==> src/rtl/ram_link_pkg.sv <==
// Shared constants for the board-to-board ROM->RAM link receiver.
package ram_link_pkg;

  // Receiver FSM encoding
  localparam logic [1:0] S_WAIT  = 2'd0;
  localparam logic [1:0] S_WRITE = 2'd1;
  localparam logic [1:0] S_READ  = 2'd2;
  localparam logic [1:0] S_LOST  = 2'd3;

  // Default link geometry
  localparam int AW_DEF = 4;
  localparam int DW_DEF = 4;

  // Compare-error counter saturates here
  localparam logic [3:0] ERR_CNT_MAX = 4'd15;

endpackage

==> src/rtl/sync_bit.sv <==
// N-stage single-bit synchronizer for an asynchronous remote input.
module sync_bit #(
  parameter int N = 2
) (
  input  logic clk,
  input  logic rst_n,
  input  logic i_d,
  output logic o_q
);

  logic [N-1:0] sr_q, sr_d;

  // Shift the raw input in at the bottom of the chain
  always_comb begin
    sr_d = {sr_q[N-2:0], i_d};
  end

  // Synchronizer chain, cleared to 0 on reset
  always_ff @(posedge clk or negedge rst_n) begin
    if (!rst_n) sr_q <= '0;
    else        sr_q <= sr_d;
  end

  assign o_q = sr_q[N-1];

endmodule

==> src/rtl/ram_fpga2_rx.sv <==
// Receive end of the ROM->RAM link: samples the remote strobe/bus, fills a
// small RAM during the write phase and checks it during the read phase.
module ram_fpga2_rx
  import ram_link_pkg::*;
#(
  parameter int AW          = AW_DEF,
  parameter int DW          = DW_DEF,
  parameter int SYNC_STAGES = 2,
  parameter int TIMEOUT_CYC = 200_000_000
) (
  input  logic          clk,
  input  logic          rst_n,
  input  logic          i_1hz,
  input  logic          i_wr_en,
  input  logic [AW-1:0] i_addr,
  input  logic [DW-1:0] i_data,
  output logic [DW-1:0] leds,
  output logic          o_wr_active,
  output logic          o_rd_active,
  output logic          o_mismatch,
  output logic [3:0]    o_err_cnt,
  output logic          o_link_lost
);

  localparam int DEPTH = 2 ** AW;
  localparam int WDW   = $clog2(TIMEOUT_CYC + 1);
  localparam logic [WDW-1:0] WD_LAST = WDW'(TIMEOUT_CYC - 1);

  // ---------------- input synchronizers ----------------
  logic          strb_s, we_s;
  logic [AW-1:0] addr_s;
  logic [DW-1:0] data_s;

  sync_bit #(.N(SYNC_STAGES)) u_sync_strb (.clk(clk), .rst_n(rst_n), .i_d(i_1hz),   .o_q(strb_s));
  sync_bit #(.N(SYNC_STAGES)) u_sync_we   (.clk(clk), .rst_n(rst_n), .i_d(i_wr_en), .o_q(we_s));

  for (genvar a = 0; a < AW; a++) begin : g_sync_addr
    sync_bit #(.N(SYNC_STAGES)) u_sync (.clk(clk), .rst_n(rst_n), .i_d(i_addr[a]), .o_q(addr_s[a]));
  end

  for (genvar d = 0; d < DW; d++) begin : g_sync_data
    sync_bit #(.N(SYNC_STAGES)) u_sync (.clk(clk), .rst_n(rst_n), .i_d(i_data[d]), .o_q(data_s[d]));
  end

  // Strobe falling-edge detect; the remote bus is mid-period stable here
  logic strb_dly_q, strb_dly_d;
  logic fall;

  always_comb begin
    strb_dly_d = strb_s;
  end

  assign fall = strb_dly_q & ~strb_s;

  // ---------------- state and datapath registers ----------------
  logic [1:0]       state_q, state_d;
  logic [WDW-1:0]   wd_q, wd_d;
  logic [DEPTH-1:0] valid_q, valid_d;
  logic [DW-1:0]    leds_q, leds_d;
  logic             mism_q, mism_d;
  logic [3:0]       err_q, err_d;
  logic [DW-1:0]    mem_q [DEPTH];

  logic             timeout;
  logic             do_write, do_read, new_frame;
  logic [DEPTH-1:0] addr_oh;
  logic [DW-1:0]    rd_data;
  logic             cmp_err;

  assign timeout = (wd_q == WD_LAST);
  assign addr_oh = DEPTH'(1) << addr_s;
  assign rd_data = mem_q[addr_s];

  // FSM state register
  always_ff @(posedge clk or negedge rst_n) begin
    if (!rst_n) state_q <= S_WAIT;
    else        state_q <= state_d;
  end

  // FSM next state; a strobe edge wins over a same-cycle timeout
  always_comb begin
    state_d = state_q;
    if (fall) begin
      case (state_q)
        S_WAIT:  if (we_s)  state_d = S_WRITE;
        S_WRITE: if (!we_s) state_d = S_READ;
        S_READ:  if (we_s)  state_d = S_WRITE;
        default:            state_d = S_WAIT;
      endcase
    end else if (timeout && state_q != S_LOST) begin
      state_d = S_LOST;
    end
  end

  // FSM outputs: phase decodes plus per-sample datapath strobes
  always_comb begin
    o_wr_active = (state_q == S_WRITE);
    o_rd_active = (state_q == S_READ);
    o_link_lost = (state_q == S_LOST);
    do_write    = 1'b0;
    do_read     = 1'b0;
    new_frame   = 1'b0;
    if (fall) begin
      case (state_q)
        S_WAIT:  begin do_write = we_s; new_frame = we_s; end
        S_WRITE: begin do_write = we_s; do_read = ~we_s; end
        S_READ:  begin do_write = we_s; new_frame = we_s; do_read = ~we_s; end
        default: ;
      endcase
    end
  end

  // Only addresses written in this frame take part in the compare
  assign cmp_err = do_read & valid_q[addr_s] & (rd_data != data_s);

  // Next values for watchdog, valid map, LEDs and error flags
  always_comb begin
    wd_d    = wd_q;
    valid_d = valid_q;
    leds_d  = leds_q;
    mism_d  = mism_q;
    err_d   = err_q;

    if (fall)          wd_d = '0;
    else if (!timeout) wd_d = wd_q + 1'b1;

    if (new_frame)     valid_d = addr_oh;
    else if (do_write) valid_d = valid_q | addr_oh;

    if (do_write)      leds_d = data_s;
    else if (do_read)  leds_d = rd_data;

    if (cmp_err) begin
      mism_d = 1'b1;
      if (err_q != ERR_CNT_MAX) err_d = err_q + 4'd1;
    end
  end

  // Control and status registers
  always_ff @(posedge clk or negedge rst_n) begin
    if (!rst_n) begin
      strb_dly_q <= 1'b0;
      wd_q       <= '0;
      valid_q    <= '0;
      leds_q     <= '0;
      mism_q     <= 1'b0;
      err_q      <= '0;
    end else begin
      strb_dly_q <= strb_dly_d;
      wd_q       <= wd_d;
      valid_q    <= valid_d;
      leds_q     <= leds_d;
      mism_q     <= mism_d;
      err_q      <= err_d;
    end
  end

  // RAM array; contents survive reset and link loss
  always_ff @(posedge clk) begin
    if (do_write) mem_q[addr_s] <= data_s;
  end

  assign leds       = leds_q;
  assign o_mismatch = mism_q;
  assign o_err_cnt  = err_q;

endmodule
==> config.mk <==
export PLATFORM = sky130hd
export DESIGN_NAME = ram_fpga2_rx
export DESIGN_NICKNAME = d
export VERILOG_FILES = /design/src/rtl/ram_link_pkg.sv /design/src/rtl/sync_bit.sv /design/src/rtl/ram_fpga2_rx.sv
export SDC_FILE = /design/constraint.sdc
export NUM_CORES = 1
export LEC_CHECK = 0
export BUFFER_PORTS_ARGS = -buffer_cell sky130_fd_sc_hd__buf_2
export CORE_ASPECT_RATIO = 1.25
export CORE_UTILIZATION = 40
export DETAILED_ROUTE_END_ITERATION = 10
export GPL_TIMING_DRIVEN = 1
export PLACE_DENSITY = 0.55
export SLEW_MARGIN = 5
export SYNTH_ARGS = -nofsm -noshare
export SYNTH_HDL_FRONTEND = slang
export SYNTH_SLANG_ARGS = --single-unit
==> constraint.sdc <==
create_clock -name clk -period 3.4 [get_ports clk]
set_clock_uncertainty 0.2 [all_clocks]
set_input_delay 0.68 -clock clk [delete_from_list [all_inputs] [get_ports clk]]
set_output_delay 0.68 -clock clk [all_outputs]
set_load 0.05 [all_outputs]
Yosys cells after proc, flatten, opt, wreduce, memory -nomap -nowiden --
Memories as Yosys holds them, arrays and structs flattened. Index checks and enable logic that the tools add are counted.
Storage, ports and cells: output and inout bits 12, memory bits (writable) 64, logic and storage cells 69, memories 1, register bits 76
Memories:
- mem_q | depth 16, width 4, rd ports 1, clocked after memory_dff 0, wr ports 1, line ram_fpga2_rx.sv:62 | logic [DW-1:0] mem_q [DEPTH];
Operators by class: muxes and demuxes 21, $add $sub $neg 2, order comparisons 1, equality and inequality tests 10, bitwise operators 6, reductions and logical operators 10, shifts and indexed selects 1
Operator list (number):
- $mux W28 | 2
- $mux W16 | 2
- $add A28 B1 Y28 const B | 1
- $eq A28 B28 Y1 const B | 1
- $or A16 B16 Y16 | 1
- $shl A1 B4 Y16 const A | 1
- $mux W1 | 9
- $mux W2 | 4
- $mux W4 | 2
- $reduce_bool A2 Y1 | 3
- $lt A4 B5 Y1 const B | 1
- $add A4 B1 Y4 const B | 1
- $bmux W1 S4 | 1
- $eq A2 B2 Y1 const B | 2
- $ne A2 B2 Y1 const B | 2
- $ne A4 B4 Y1 | 1
- $ne A4 B4 Y1 const B | 1
- $pmux W2 S2 | 1
- $reduce_or A2 Y1 | 2
- $and A1 B1 Y1 | 3
- $ne A3 B2 Y1 const B | 1
- $ne A3 B3 Y1 const B | 1
- $reduce_and A3 Y1 | 1
- $reduce_or A3 Y1 | 1
- other kinds (5) | 6

Logic depth before layout (Yosys ltp) --
Gate-level depths: netlist of run 1.
depth after elaboration 7, depth in mapped cells 9, depth with buffers taken out 8

Cells and area by module --
Synthesis of run 1 repeated with hierarchy kept, for this count alone.
Second synthesis, totals: cell total of the unflattened synthesis 431, area, all modules 6024.5 sq um
Modules (own cells, without submodules):
- ram_fpga2_rx | instances 1, area each 5524.0 sq um, cells each 411
- sync_bit | instances 10, area each 50.0 sq um, cells each 2

Least setup slack after synthesis of run 1 --
Ideal clock, no wire load.
kind register to register, start point register g_sync_addr[0].u_sync.sr_q[1], end point register err_q[3] (netlist: o_err_cnt[3]), buffers on the path 2, cell stages (with the launch flop) 9, arrival time 2.230 ns, setup time 0.128 ns, setup slack 0.842 ns, clock period less this slack 2.558 ns, data required time 3.072 ns, cell sequence dfrtp_1 > buf_2 > buf_4 > mux4_2 > mux4_2 > nand2_1 > a41oi_2 > nand4_1 > mux2_1
On the way: longest elaborated chain between the ends 5
RTL lines:
- from (decl) | line sync_bit.sv:11 | logic [N-1:0] sr_q, sr_d;
- from (signal assigned) | line sync_bit.sv:21 | else sr_q <= sr_d;
- branches (longest 3 deep; another with $mem_v2 Z16 W4)
- $and A1 B1 Y1 (*) | line ram_fpga2_rx.sv:114 | assign cmp_err = do_read & valid_q[addr_s] & (rd_data != data_s);
- $reduce_and A2 Y1 (no line) (*)
- to (signal assigned) | line ram_fpga2_rx.sv:154 | err_q <= err_d;
- to (decl) | line ram_fpga2_rx.sv:61 | logic [3:0] err_q, err_d;
Mark *: on every way between the ends. The select of a mux whose other input is x is not followed. A chain may end at the register's enable or synchronous reset.

Worst setup path in the final report of run 1 --
start point register g_sync_addr[3].u_sync.sr_q[1], end point register err_q[1] (netlist: o_err_cnt[1])
On the way: longest elaborated chain between the ends 5
RTL lines (line):
- from (decl) | sync_bit.sv:11
- from (signal assigned) | sync_bit.sv:21
- branches (longest 3 deep; another with $mem_v2 Z16 W4)
- $and A1 B1 Y1 (*) | ram_fpga2_rx.sv:114
- $reduce_and A2 Y1 (no line) (*)
Marked as above.

==> run metrics, run 1 <==
final instance area 6840 µm²; number of synthesized register bits between 100 and 150; count of final hold-check violations 0; Clock Root Buffer clkbuf_16; Tot GR Track Use 16.3%; CTS tree done; most common cell in the netlist dfrtp_1; Final Non-Filler Cells 645; Syn Area/Cell 14.2 µm²; Ports 24; Via density 5.30; post-synth top area cell edfxtp_1; final cell utilization of the core a little under half; Leak approximately 2.7 nW; Post CTS Setup Buffer Count 0; fmax 331 MHz; vias in the first global route about 3400; MaxCap Viol Count 0; GPL Wtd Cong 0.754; clk slew on worst S/H paths 0.06 ns; area share of the largest cell type after synthesis 32.8%; grt total ovfl 0; Resized cells post-CTS 0; Worst EP arrival 3.11 ns; Clk Latency, worst-skew pair roughly 0.40 ns; critical path capture point type flop; Post-Syn Area 5860 µm²; Num CTS Buffers 17; syn_nets 432; final max-slew violation count 0; drt first-iter violations 190; async set-reset flop share out of synthesis 54.3%; dpl cell area between 6000 and 7000 µm²; Initial Util 40.9%; unrepaired setup endpoints after global routing no; Ys Warns 0; critical path's slowest cell dfrtp_1; Req. time, crit path approximately 3.5 ns; die area 15100 µm²; Worst slew margin between 30% and 40%; part of the cycle the worst path needs between 80% and 90%; final setup fails 0; crit path kind flop to flop; cell row count 49; Syn Inst Count approximately 410; most frequent cells after synthesis dfrtp_1, edfxtp_1, nor2_1; hold_buf cts 0; P per Cell Area 663 nW/µm²; critical path fanouts, max 17; largest net degree at the start of global routing 77; register area share after synthesis 65.2%; first-pass GRT wire length 17900 µm; Yosys cell types 41; Hold/Removal Path Class flop to flop; DIE HEIGHT 137 µm; core area 14300 µm²; Final #Nets 474; Crit path buffers/inverters 0; EDFF count, synth 64; CTS H-tree lvls 4; Worst path max stage delay 0.87 ns; synth top area cells edfxtp_1, dfrtp_1, mux4_2, mux2i_1, nor2_1; final wirelength 11200 µm; Die Width 110 µm; final setup TNS 0 ns; wire per inst 17.3 µm; Via Count 3416; I/O Buffers 23; family with the most delay on the worst path multiplexers; initial antenna violation count 0; Max VDD drop 569 µV; status complete, no violations; worst path cell trace mux2i_1, mux4_2, mux2i_4, xnor2_1, a41oi_2, nand2_1, mux2_1; Period minus WS final 3.02 ns; area delta synth->final 16.7%; worst slew pin tran between 0.9 and 1 ns; maximum clock path buffer count 2; HPWL Detailed 7640 µm; Inserted Diodes 0; Clock Sinks 140; post-detailed-route DRC marker count 0; placed insts 614; prevailing post-synth register cell dfrtp_1; layout cells sized above 1 20.1%; ANT nets after route 0; TritonRoute pass-1 iters 4; Setup crit start kind flop
[sequential cells by signal (all words and copies together) (netlist names)]
register / cells
mem_q: 64
valid_q: 16
state_q: 2
g_sync_data.u_sync.sr_q: 8
strb_dly_q: 1
wd_q: 28
g_sync_addr.u_sync.sr_q: 8
o_err_cnt: 4
o_mismatch: 1
leds: 4
u_sync_strb.sr_q: 2
u_sync_we.sr_q: 2
[area by class of cell]
class	count	area [µm²]
timing repair buffer	39	238
clock inverter	13	175
tap	178	223
clock buffer	18	429
fill	1270	7500
sequential	140	3820
inverter	6	22.5
multi-input combinational	251	1930
[cell usage in the layout (no fill, tap or decap), types with 4 or more instances in the layout]
cell and n:
edfxtp_1 64, nand3_1 11, mux2i_1 18, mux4_2 19, nor3_1 14, nand2_1 28
o21ai_0 7, buf_2 22, or3_1 4, buf_4 17, clkinv_2 4, xor2_1 11
xnor2_1 12, inv_1 6, a31oi_1 5, dfrtp_1 76, a21oi_1 6, bufinv_16 4
nor2_1 46, ha_1 7, clkbuf_16 17, a22oi_1 4, a22o_1 16, nor2b_1 7
and3_1 5
[power by group]
| part | switching, W | internal (W) |
|---|---|---|
| registers | 0.000107 | 0.00192 |
| clock network | 0.000664 | 0.00121 |
| logic | 0.000390 | 0.000240 |
| total | 0.00116 | 0.00338 |
[worst paths after layout]
check	start	end	slack, ns	depth (start not counted)
max	g_sync_addr[3].u_sync.sr_q[1]	o_err_cnt[1]	0.38	7
min	g_sync_addr[2].u_sync.sr_q[0]	g_sync_addr[2].u_sync.sr_q[1]	0.14	0
max reg2reg	g_sync_addr[3].u_sync.sr_q[1]	o_err_cnt[1]	0.38	7
min reg2reg	g_sync_addr[2].u_sync.sr_q[0]	g_sync_addr[2].u_sync.sr_q[1]	0.14	0
max in group asynchronous	rst_n	g_sync_addr[3].u_sync.sr_q[1]	2.13	1
min in group asynchronous	rst_n	valid_q[14]	0.23	1
[per-stage QoR]
step                hold WS [ns]  power (W)  setup WS, ns
floorplan                  0.131    0.00252         0.842
CTS                        0.147    0.00459         0.360
global placement           0.132    0.00268         0.453
detailed placement         0.136    0.00270         0.379
global route               0.151    0.00471         0.235
finish                     0.143    0.00454         0.380
[per-layer routing]
metal	GRT usage [%]	up-vias	share of wire (%)	wire, µm
met5	0	-	0	0
met4	6.36	0	1.2	132
met3	3.74	9	2.0	220
met2	25.7	43	50	5590
met1	21.9	1760	47	5210
li1	-	1604	-	-
[logic make-up after synthesis]
| family | Yosys count | synth area share, % |
|---|---|---|
| simple gates | 135 | 11.0 |
| mux | 42 | 11.5 |
| compound gates | 44 | 5.46 |
| flops | 140 | 65.2 |
| fa+ha+maj | 7 | 1.49 |
| buf+inv | 22 | 1.90 |
| xor+xnor | 23 | 3.44 |
Power figures use the tool's default switching activity.
==> run 2: changes to the inputs <==
- CELL_PAD_IN_SITES_DETAIL_PLACEMENT: default -> 0
- CELL_PAD_IN_SITES_GLOBAL_PLACEMENT: default -> 2
- CORE_ASPECT_RATIO: 1.25 -> 0.8
- PLACE_DENSITY: 0.55 -> 0.71
==> run 2 against run 1 <==
Against the previous run:
- critical path depth is 1 higher
- clock power is 3% lower
- flip-flop and latch count stayed put
- die area stayed put
- worst setup slack worse by 0.0041 ns
- register-to-register slack hardly changed
- power is 1.1% lower
- global-route usage is 1.2 points higher
- critical path type unchanged
- highest routed layer unchanged
==> run metrics, run 2 (same netlist as run 1, synthesis figures left out) <==
status complete, no violations; FF+latch area around 3800 µm²; Initial Util 41.0%; initial antenna violation count 0; core area 14300 µm²; I/O Buffers 23; Largest regs mem_q (64), wd_q (28), valid_q (16); post-detailed-route DRC marker count 0; unrepaired setup endpoints after global routing no; Setup crit start kind flop; die area 15100 µm²; Req. time, crit path ~3.5 ns; final max-slew violation count 0; Top reg by flops mem_q; TritonRoute pass-1 iters 4; most frequent cells in the layout dfrtp_1, edfxtp_1, nor2_1; family with the most delay on the worst path multiplexers; grt total ovfl 0; DIE HEIGHT 110 µm; Hold/Removal Path Class flop to flop; Clk Latency, worst-skew pair 0.42 ns; PnR worst setup slack about 0.38 ns; worst hold stages 0; critical path fanouts, max 17; critical path capture point type flop; dpl ws between 0.3 and 0.4 ns; Max VDD drop 450 µV; Via Count approximately 3400; drt first-iter violations 257; Worst slew margin 35.2%; Leak 2.73 nW; critical path's slowest cell dfrtp_1; area of the multi-input gates 1930 µm²; Final #Nets 474; final wirelength 11900 µm; largest net degree at the start of global routing 77; fmax 331 MHz; worst slew pin tran 0.973 ns; R2R depth 8; worst path cell trace buf_4, mux4_2, mux2i_1, mux2i_1, xnor2_1, a41oi_2, nand4_1, mux2_1; Num CTS Buffers 17; count of final hold-check violations 0; MaxCap Viol Count 0; Inserted Diodes 0; wire per inst between 15 and 20 µm; Via density 5.29; maximum clock path buffer count 2; Worst EP arrival 3.12 ns; CTS tree done; commonest non-fill, non-tap cell in the layout dfrtp_1; Period minus WS final 3.02 ns; final setup fails 0; Clock Sinks 140; clk slew on worst S/H paths around 0.060 ns; Most Frequent Cell on Critical Path mux2i_1; Die Width 137 µm; cell row count 39; Tot GR Track Use 17.5%; area delta synth->final 16.7%; GPL Wtd Cong 0.823; Crit path buffers/inverters 1; Ports 24; final setup TNS 0 ns; crit path kind flop to flop; layout cells sized above 1 20.7%; P per Cell Area 656 nW/µm²; Design Power between 0.004 and 0.005 W; vias in the first global route 3268; Resized cells post-CTS 0; hold_buf cts 0; Worst path max stage delay ~0.84 ns; CTS H-tree lvls 4; Post CTS Setup Buffer Count 0; ANT nets after route 0; first-pass GRT wire length 18700 µm; HPWL Detailed between 7000 and 8000 µm; Clock Root Buffer clkbuf_16; Layout fillers 1278; cell depth of the worst setup path 8; part of the cycle the worst path needs 89.0%; max reg flops 64; Fin Hold WS between 0.1 and 0.15 ns
-- run 2: changes by cell type in the layout (fill, tap and decap cells not counted), moves of 2 or more --
cell / delta
clkbuf_16: +2
bufinv_16: -4
clkinv_2: -4
inv_6: +7
clkbuf_8: +2
-- run 2: cell type report --
cell class,instances,share of cell area [%]
Tap cell,184,3.37
Clock inverter,11,1.37
Multi-Input combinational cell,251,28.2
Inverter,6,0.329
Sequential cell,140,55.9
Clock buffer,21,7.35
Timing Repair Buffer,39,3.47
-- run 2: power breakdown --
group / total, W / internal, W / switching (W)
Clock: 0.00182 / 0.00108 / 0.000739
Sequential: 0.00203 / 0.00192 / 0.000108
Combinational: 0.000642 / 0.000242 / 0.000400
Total: 0.00449 / 0.00324 / 0.00125
-- run 2: metrics by stage --
stage / util [%] / area [µm²] / instances
after floorplan: - / 5860 / 413
after global placement: 43.7 / 6240 / 620
after detailed placement: 43.7 / 6240 / 620
after CTS: 47.9 / 6840 / 652
after global routing: 47.9 / 6840 / 652
final: 47.9 / 6840 / 652
-- run 2: worst paths after layout --
| kind | start | end | slack, ns |
|---|---|---|---|
| setup / recovery | g_sync_addr[3].u_sync.sr_q[1] | o_err_cnt[3] | 0.38 |
| hold / removal | u_sync_we.sr_q[0] | u_sync_we.sr_q[1] | 0.15 |
| setup reg to reg | g_sync_addr[3].u_sync.sr_q[1] | o_err_cnt[3] | 0.38 |
| hold reg to reg | u_sync_we.sr_q[0] | u_sync_we.sr_q[1] | 0.15 |
| max in group asynchronous | rst_n | g_sync_addr[3].u_sync.sr_q[1] | 2.15 |
| min in group asynchronous | rst_n | wd_q[22] | 0.22 |
-- run 2: metal layers --
| metal | wire [µm] | share of wire (%) | global-route usage, % |
|---|---|---|---|
| met5 | 0 | 0 | 0 |
| met4 | 125 | 1.1 | 7.30 |
| met3 | 1040 | 8.8 | 5.72 |
| met2 | 4530 | 38 | 20.5 |
| met1 | 6160 | 52 | 28.3 |
==> run 3: changes to the inputs <==
--- a/config.mk
+++ b/config.mk
@@ -8,4 +8,4 @@
 export BUFFER_PORTS_ARGS = -buffer_cell sky130_fd_sc_hd__buf_2
-export CELL_PAD_IN_SITES_DETAIL_PLACEMENT = 0
-export CELL_PAD_IN_SITES_GLOBAL_PLACEMENT = 2
+export CELL_PAD_IN_SITES_DETAIL_PLACEMENT = 1
+export CELL_PAD_IN_SITES_GLOBAL_PLACEMENT = 1
 export CORE_ASPECT_RATIO = 0.8
@@ -14,3 +14,3 @@
 export GPL_TIMING_DRIVEN = 1
-export PLACE_DENSITY = 0.71
+export PLACE_DENSITY = 0.63
 export SLEW_MARGIN = 5
==> constraint.sdc (replaced) <==
create_clock -name clk -period 3.4 [get_ports clk]
set_clock_uncertainty 0.2 [all_clocks]
set_input_delay 0.34 -clock clk [delete_from_list [all_inputs] [get_ports clk]]
set_output_delay 0.34 -clock clk [all_outputs]
set_load 0.05 [all_outputs]
==> run 3 against run 2 <==
Against the previous run:
- register-to-register slack lost 0.11 ns
- combinational power about the same
- non-clock buffer count is 7 higher
- sequential share of layout area is 0.41 points lower
- critical path depth down 1
- maximum frequency shrank 3.4%
- via count grew 1.5%
- clock power is 2% lower
- power decreased by 0.51%
- flip-flop and latch count unchanged
- first-iteration DRC count is 12% higher
- utilization grew 0.35 points
- largest cell class unchanged
==> run metrics, run 3 (same netlist as run 1, synthesis figures left out) <==
Clock Sinks 140; post-detailed-route DRC marker count 0; drt first-iter violations roughly 290; Worst slew margin 35.0%; Inserted Diodes 0; TritonRoute pass-1 iters 4; clk slew on worst S/H paths 0.06 ns; status complete, no violations; layout cells sized above 1 19.4%; Layout fillers between 1000 and 1500; Leak 2.74 nW; area of the multi-input gates between 1500 and 2000 µm²; largest net degree at the start of global routing just under 80; Max VDD drop roughly 400 µV; Comb pwr share about 14%; Hold/Removal Path Class flop to flop; FF+latch area 3820 µm²; dpl ws 0.265 ns; Initial Util 41.0%; DIE HEIGHT 110 µm; PnR worst setup slack 0.268 ns; Design Power 0.00447 W; critical path's slowest cell dfrtp_1; first-pass GRT wire length 20400 µm; P_int 0.00319 W; Worst path max stage delay 0.93 ns; GPL Wtd Cong 0.806; unrepaired setup endpoints after global routing no; crit path kind flop to flop; initial antenna violation count 0; Final Non-Filler Cells 659; maximum clock path buffer count 2; vias in the first global route 3653; ANT nets after route 0; critical path capture point type flop; P per Cell Area 648 nW/µm²; die area 15100 µm²; worst path cell trace mux2i_1, mux4_2, mux2i_4, xnor2_1, a41oi_2, nand4_1, mux2_1; Tot GR Track Use 18.9%; count of final hold-check violations 0; Req. time, crit path approximately 3.5 ns; I/O Buffers 23; area delta synth->final 17.5%; Largest regs mem_q (64), wd_q (28), valid_q (16); critical path fanouts, max 19; part of the cycle the worst path needs 92.1%; core area roughly 14000 µm²; Top reg by flops mem_q; CTS H-tree lvls 4; fmax 319 MHz; commonest non-fill, non-tap cell in the layout dfrtp_1; final wirelength 12700 µm; Resized cells post-CTS 0; MaxCap Viol Count 0; grt total ovfl 0; Die Width 137 µm; Final #Nets 481; wire per inst slightly below 20 µm; Num CTS Buffers 17; Clock Root Buffer clkbuf_16; final max-slew violation count 0; Ports 24; clock share of power between 30% and 40%; Setup crit start kind flop; Via density 5.31; placed insts 616; Worst EP arrival 3.23 ns; max reg flops 64; worst slew pin tran 0.975 ns; cell row count 39; HPWL Detailed 8560 µm; Via Count 3500; NetSw 0.00127 W; CTS tree done; most frequent cells in the layout dfrtp_1, edfxtp_1, nor2_1; Period minus WS final approximately 3.1 ns; Switching Share 28.5%; Seq pwr share 45.7%; final setup fails 0; Clk Latency, worst-skew pair 0.43 ns; Fin Hold WS 0.154 ns; final setup TNS 0 ns
run 3: cell types whose count changed in the layout (fill, tap and decap cells not counted), moves of 2 or more:
cell,previous run,this run
clkbuf_16,19,17
dlygate4sd3_1,0,11
buf_4,17,13
inv_8,0,2
clkbuf_8,2,0
clkinv_2,0,2
inv_6,7,4
run 3: timing repair:
action,in CTS,in global routing
setup buffers,0,0
endpoints found under the hold margin,86,0
hold buffers,11,0
run 3: worst max-delay path: cells and delay by family, from the launching register on:
kind	cells	cell delay [ns]
multiplexers	4	1.28
flip-flops	1	0.93
AO/OA/AOI/OAI	1	0.34
AND/OR/NAND/NOR	1	0.15
XOR/XNOR	1	0.09
run 3: final cells by class:
| class | count | share of cell area [%] |
|---|---|---|
| multi-input combinational | 251 | 28.0 |
| tap | 184 | 3.34 |
| clock inverter | 14 | 2.00 |
| clock buffer | 18 | 6.23 |
| inverter | 6 | 0.327 |
| sequential | 140 | 55.5 |
| timing repair buffer | 46 | 4.61 |
run 3: power by group through the flow:
stage / clock [W] / sequential (W) / combinational (W)
final: 0.00178 / 0.00204 / 0.000644
after floorplan: 0 / 0.00215 / 0.000365
after CTS: 0.00182 / 0.00204 / 0.000652
after global routing: 0.00188 / 0.00207 / 0.000702
after global placement: 0 / 0.00207 / 0.000626
after detailed placement: 0 / 0.00207 / 0.000639
run 3: layer usage:
layer	part of all wire [%]	vias to the layer above	track usage, %
li1	-	1628	-
met1	51	1790	28.0
met2	43	64	26.2
met3	4.1	18	4.44
met4	1.8	0	8.16
met5	0	-	0
run 3: metrics by stage:
stage,area [µm²],utilization (%)
floorplan,5860,-
global placement,6210,43.5
detailed placement,6210,43.5
CTS,6890,48.2
global route,6890,48.2
finish,6890,48.2
run 3: path summary, 6_finish.rpt:
path	cells past startpoint	end	slack, ns	startpoint
worst max-delay path	7	o_err_cnt[3]	0.27	g_sync_addr[3].u_sync.sr_q[1]
worst min-delay path	0	u_sync_we.sr_q[1]	0.15	u_sync_we.sr_q[0]
worst max register to register	7	o_err_cnt[3]	0.27	g_sync_addr[3].u_sync.sr_q[1]
worst min register to register	0	u_sync_we.sr_q[1]	0.15	u_sync_we.sr_q[0]
max in group asynchronous	2	g_sync_data[3].u_sync.sr_q[0]	1.95	rst_n
min in group asynchronous	2	g_sync_addr[0].u_sync.sr_q[0]	0.40	rst_n
